### src/rtl/muxed_accumulator.sv
// Two-stage accumulator: stage 1 captures the selected channel and the request,
// stage 2 applies load/add/sub/clear with optional saturation and a sticky overflow.
module muxed_accumulator #(
  parameter int WIDTH     = 3,
  parameter int CHANNELS  = 8,
  parameter int ACC_WIDTH = WIDTH + 1,
  localparam int SEL_W    = $clog2(CHANNELS)
) (
  input  logic                      clk,
  input  logic                      rst_n,
  input  logic [CHANNELS*WIDTH-1:0] in_data,
  input  logic [SEL_W-1:0]          sel,
  input  logic [1:0]                op,
  input  logic                      sat_en,
  input  logic                      in_valid,
  output logic [ACC_WIDTH-1:0]      acc,
  output logic                      out_valid,
  output logic                      overflow,
  output logic                      sel_err
);

  typedef enum logic [1:0] {
    OP_LOAD  = 2'b00,
    OP_ADD   = 2'b01,
    OP_SUB   = 2'b10,
    OP_CLEAR = 2'b11
  } op_e;

  logic [WIDTH-1:0] chan [CHANNELS];

  generate
    for (genvar gi = 0; gi < CHANNELS; gi++) begin : g_chan
      assign chan[gi] = in_data[gi*WIDTH +: WIDTH];
    end
  endgenerate

  logic                 s1_valid_q, s1_valid_d;
  logic [ACC_WIDTH-1:0] s1_operand_q, s1_operand_d;
  op_e                  s1_op_q, s1_op_d;
  logic                 s1_sat_q, s1_sat_d;
  logic                 s1_err_q, s1_err_d;

  logic [ACC_WIDTH-1:0] acc_q, acc_d;
  logic                 out_valid_q, out_valid_d;
  logic                 overflow_q, overflow_d;
  logic                 sel_err_q, sel_err_d;

  // Out-of-range selects fall through the search with operand 0 and the error bit set.
  always_comb begin
    s1_valid_d   = in_valid;
    s1_operand_d = s1_operand_q;
    s1_op_d      = s1_op_q;
    s1_sat_d     = s1_sat_q;
    s1_err_d     = s1_err_q;
    if (in_valid) begin
      s1_operand_d = '0;
      s1_err_d     = 1'b1;
      s1_op_d      = op_e'(op);
      s1_sat_d     = sat_en;
      for (int k = 0; k < CHANNELS; k++) begin
        if (sel == SEL_W'(k)) begin
          s1_operand_d = ACC_WIDTH'(chan[k]);
          s1_err_d     = 1'b0;
        end
      end
    end
  end

  // One extra bit catches the ADD carry-out and the SUB borrow.
  logic [ACC_WIDTH:0] sum;
  logic [ACC_WIDTH:0] diff;
  assign sum  = {1'b0, acc_q} + {1'b0, s1_operand_q};
  assign diff = {1'b0, acc_q} - {1'b0, s1_operand_q};

  always_comb begin
    acc_d       = acc_q;
    overflow_d  = overflow_q;
    out_valid_d = s1_valid_q;
    sel_err_d   = s1_valid_q & s1_err_q;
    if (s1_valid_q) begin
      case (s1_op_q)
        OP_LOAD: acc_d = s1_operand_q;
        OP_ADD: begin
          acc_d = sum[ACC_WIDTH-1:0];
          if (sum[ACC_WIDTH]) begin
            overflow_d = 1'b1;
            if (s1_sat_q) acc_d = '1;
          end
        end
        OP_SUB: begin
          acc_d = diff[ACC_WIDTH-1:0];
          if (diff[ACC_WIDTH]) begin
            overflow_d = 1'b1;
            if (s1_sat_q) acc_d = '0;
          end
        end
        OP_CLEAR: begin
          acc_d      = '0;
          overflow_d = 1'b0;
        end
        default: ;
      endcase
    end
  end

  always_ff @(posedge clk) begin
    if (!rst_n) begin
      s1_valid_q   <= 1'b0;
      s1_operand_q <= '0;
      s1_op_q      <= OP_LOAD;
      s1_sat_q     <= 1'b0;
      s1_err_q     <= 1'b0;
      acc_q        <= '0;
      out_valid_q  <= 1'b0;
      overflow_q   <= 1'b0;
      sel_err_q    <= 1'b0;
    end else begin
      s1_valid_q   <= s1_valid_d;
      s1_operand_q <= s1_operand_d;
      s1_op_q      <= s1_op_d;
      s1_sat_q     <= s1_sat_d;
      s1_err_q     <= s1_err_d;
      acc_q        <= acc_d;
      out_valid_q  <= out_valid_d;
      overflow_q   <= overflow_d;
      sel_err_q    <= sel_err_d;
    end
  end

  assign acc       = acc_q;
  assign out_valid = out_valid_q;
  assign overflow  = overflow_q;
  assign sel_err   = sel_err_q;

endmodule

### config.mk
export PLATFORM = sky130hd
export DESIGN_NAME = muxed_accumulator
export DESIGN_NICKNAME = d
export VERILOG_FILES = /design/src/rtl/muxed_accumulator.sv
export SDC_FILE = /design/constraint.sdc
export NUM_CORES = 1
export LEC_CHECK = 0
export ABC_AREA = 1
export BUFFER_PORTS_ARGS = -buffer_cell sky130_fd_sc_hd__buf_2
export CORE_AREA = 5 5 53 60
export CTS_BUF_LIST = sky130_fd_sc_hd__clkbuf_4 sky130_fd_sc_hd__clkbuf_8
export CTS_CLUSTER_SIZE = 20
export DETAILED_ROUTE_END_ITERATION = 10
export DIE_AREA = 0 0 58 65
export PLACE_DENSITY = 0.72
export SETUP_SLACK_MARGIN = 0.2
export SYNTH_ARGS = -nofsm -noshare
export SYNTH_HDL_FRONTEND = slang
export SYNTH_SLANG_ARGS = --single-unit
### constraint.sdc
create_clock -name clk -period 1.59 [get_ports clk]
set_input_delay 0.318 -clock clk [delete_from_list [all_inputs] [get_ports clk]]
set_output_delay 0.318 -clock clk [all_outputs]
set_load 0.02 [all_outputs]
==> results.yml <==
outcome:
  status: "complete, no violations"
sta:
  final_max_slew_viol_count: 0
  rsz0062_at_grt: "true"
  finalCritPeriodShare: 0.984
  worst_slew_pin_slew_ns: 0.408
  relSlewSlack: 0.727
  period_needed_ns: 1.56
  finalHoldViolations: 0
  setup_ws_ns: 0.0256
  finalClockSkew_ns: 0.00185
  holdWs_ns: 0.239
  setup_violations: 0
  max_freq_mhz: 639
layout:
  antennaDiodeCount: 0
  design_area_sq_um: 1440
  num-nets-final: 252
  drive_above_1_share: 0.357
  stdcell_count: 243
  area_growth_pct: 32.2
  final_core_util: 0.554
  fillCellCount: 287
  seqCellArea_sq_um: 308
  multi_input_area_sq_um: 727
clock_network:
  clkLatencyLatePin_ns: 0.28
  clk_pin_slew_ns: 0.09
  root_buffer: "clkbuf_4"
  cts.sinks: 15
  h-tree-depth: 1
  cts_buffers: 3
  cts_tree: "done"
  cts_buffer_depth: 2
routing:
  drtIter0Drc: 53
  firstDrtPassIters: 6
  drc: 0
  viasPerCell: 5.02
  vias: 1219
  wire_per_inst_microns: 11.4
  antenna_left: 0
  wirelength_mm: 2.77
power_and_ir_drop:
  internal_power_w: 0.000616
  switchingPower_w: 0.000312
  p_seq_frac: 0.453
  p_clk_frac: 0.231
  power_density_nw_per_um2: 643
  combPwrFrac: 0.316
  p_sw_frac: 0.336
  ir_drop_v: 0.000380
  p_leak_nw: 0.716
min_path:
  min_path_type: "input pin to register"
  whs_path_depth: 3
  hold_end: "s1_sat_q"
  min-delay-start: "sat_en"
floorplanning:
  initial_utilization: 0.419
  die_h_microns: 65
  ios: 40
  dieArea_sq_um: 3770
  row_count: 20
  dieWidth_microns: 58
  core_sq_um: 2600
synthesis:
  synth_area_sq_um: 1090
  synth_cell_types: 21
  syn-num-nets: 205
  syn_inst: 164
  synth_top_area_frac: 0.275
  ys_warn_count: 0
  synth-seq-cells: 15
  avgSynthCellArea_sq_um: 6.65
  netlist.top_cell.by_area: "dfxtp_1"
  seq_area_frac_synth: 0.275
  synth.area.top_cells: "dfxtp_1 28%, nand2_1 11%, inv_1 8.3%"
worst_setup_path:
  path_class: "register to register"
  worstPathRequired_ns: 1.76
  cp_data_arrival_time_ns: 1.74
  reg2reg_slack_ns: 0.03
  r2r-end: "acc[3]"
  rr_startpoint: "acc[0]"
  startpoint_type: "register"
  cp_max_fo: 4
  ff2ff_path_depth: 10
  cp-end-kind: "register"
global_routing:
  grt_pass1_vias: 1153
  grt_usage: 0.154
  antenna_found_initial: 0
  grt_overflow: 0
  grt_pass1_wl_mm: 4.69
  grt_start_max_net_pins: 11
place:
  placed_cell_area_sq_um: 1370
  placed_cells: 237
  place_ws_ns: -0.0400
  port_buffers: 39
  dp_hpwl_mm: 2.25
  globalplace.congestion: 0.857
flow_run:
  max-cap-violations: 0
-- cell usage in the layout (no fill, tap or decap), types with 4 or more instances in the layout --
cell type and instances:
a31oi_1 4, nand3_1 8, nor2_1 20, buf_2 39, o21ai_0 10, inv_1 21, buf_4 5, nand4_1 10
dfxtp_1 11, inv_2 4, nand2_1 30, a21oi_1 10
-- final cells by class --
type	count	share of cell area
clock buffer	3	0.0156
clock inverter	1	0.00347
inverter	27	0.0737
multi-input combinational	120	0.504
sequential	15	0.213
tap	33	0.0286
timing repair buffer	44	0.161
-- cell usage after synthesis --
cell type	count
a21oi_1	11
a21oi_2	1
a31oi_1	4
and2_1	1
buf_2	2
dfxtp_1	15
fa_1	2
ha_1	6
inv_1	24
inv_2	1
inv_4	2
nand2_1	33
nand3_1	8
nand4_1	10
nor2_1	21
nor3_1	2
nor3_4	3
o211ai_1	1
o21ai_0	15
xnor2_1	1
xor2_1	1
-- per-layer routing --
layer | up-vias | global-route usage | wire length, microns
li1 | 634 | - | -
met1 | 540 | 0.178 | 1110
met2 | 43 | 0.294 | 1460
met3 | 2 | 0.0120 | 166
met4 | 0 | 0.0435 | 25
met5 | - | 0 | 0
-- worst max path at each step --
stage	start	endpoint	slack (ns)	cells past startpoint
4_1_cts	acc[0]	acc[2]	0.06	6
6_report	acc[0]	acc[3]	0.03	10
3_5_place_dp	acc[0]	acc[3]	-0.04	10
5_1_grt	acc[0]	acc[2]	-0.08	8
2_1_floorplan	acc[0]	acc[3]	0.03	10
3_3_place_gp	acc[0]	acc[3]	0.008	10
-- worst max-delay path, cell delays in order, from the launching register on --
cell	delay, ns
dfxtp_4	0.36
inv_2	0.06
ha_4	0.11
inv_2	0.04
fa_2	0.34
nand2_2	0.08
nand2_2	0.06
o21ai_2	0.16
inv_2	0.07
a21oi_2	0.11
a21oi_1	0.07
-- state kept, by name, indices dropped and copies added (netlist names) --
register      flops
out_valid         1
s1_operand_q      3
out_valid_d       1
overflow          1
s1_sat_q          1
s1_op_q           2
s1_err_q          1
sel_err           1
acc               4
-- power by group through the flow --
stage | logic [W] | clock network (W) | registers, W
finish | 0.000293 | 0.000215 | 0.000420
global placement | 0.000265 | 0 | 0.000428
floorplan | 0.000153 | 0 | 0.000436
detailed placement | 0.000264 | 0 | 0.000428
global route | 0.000329 | 0.000242 | 0.000425
CTS | 0.000288 | 0.000220 | 0.000420
-- cells by family (layout without fill, tap and decap cells) --
group	count (synthesis)	after routing	synth area share
AND/OR/NAND/NOR	78	78	0.339
AO/OA/AOI/OAI	32	32	0.157
buffers and inverters	29	75	0.107
flip-flops	15	15	0.275
adder cells (fa/ha/maj)	8	8	0.106
XOR/XNOR	2	2	0.0161
-- metrics by stage --
stage          power [W]  setup TNS, ns
2_1_floorplan   0.000590              0
3_3_place_gp    0.000693              0
3_5_place_dp    0.000693        -0.0400
4_1_cts         0.000928              0
5_1_grt         0.000996         -0.200
6_report        0.000928              0
-- repair_timing --
action | in CTS | in global routing
gates cloned | 0 | 0
setup endpoints to repair | 5 | 5
hold buffers | 0 | 0
gates resized for setup | 12 | 4
buffers inserted | 2 | 0
pin swaps | 4 | 0
Power figures use the tool's default switching activity.
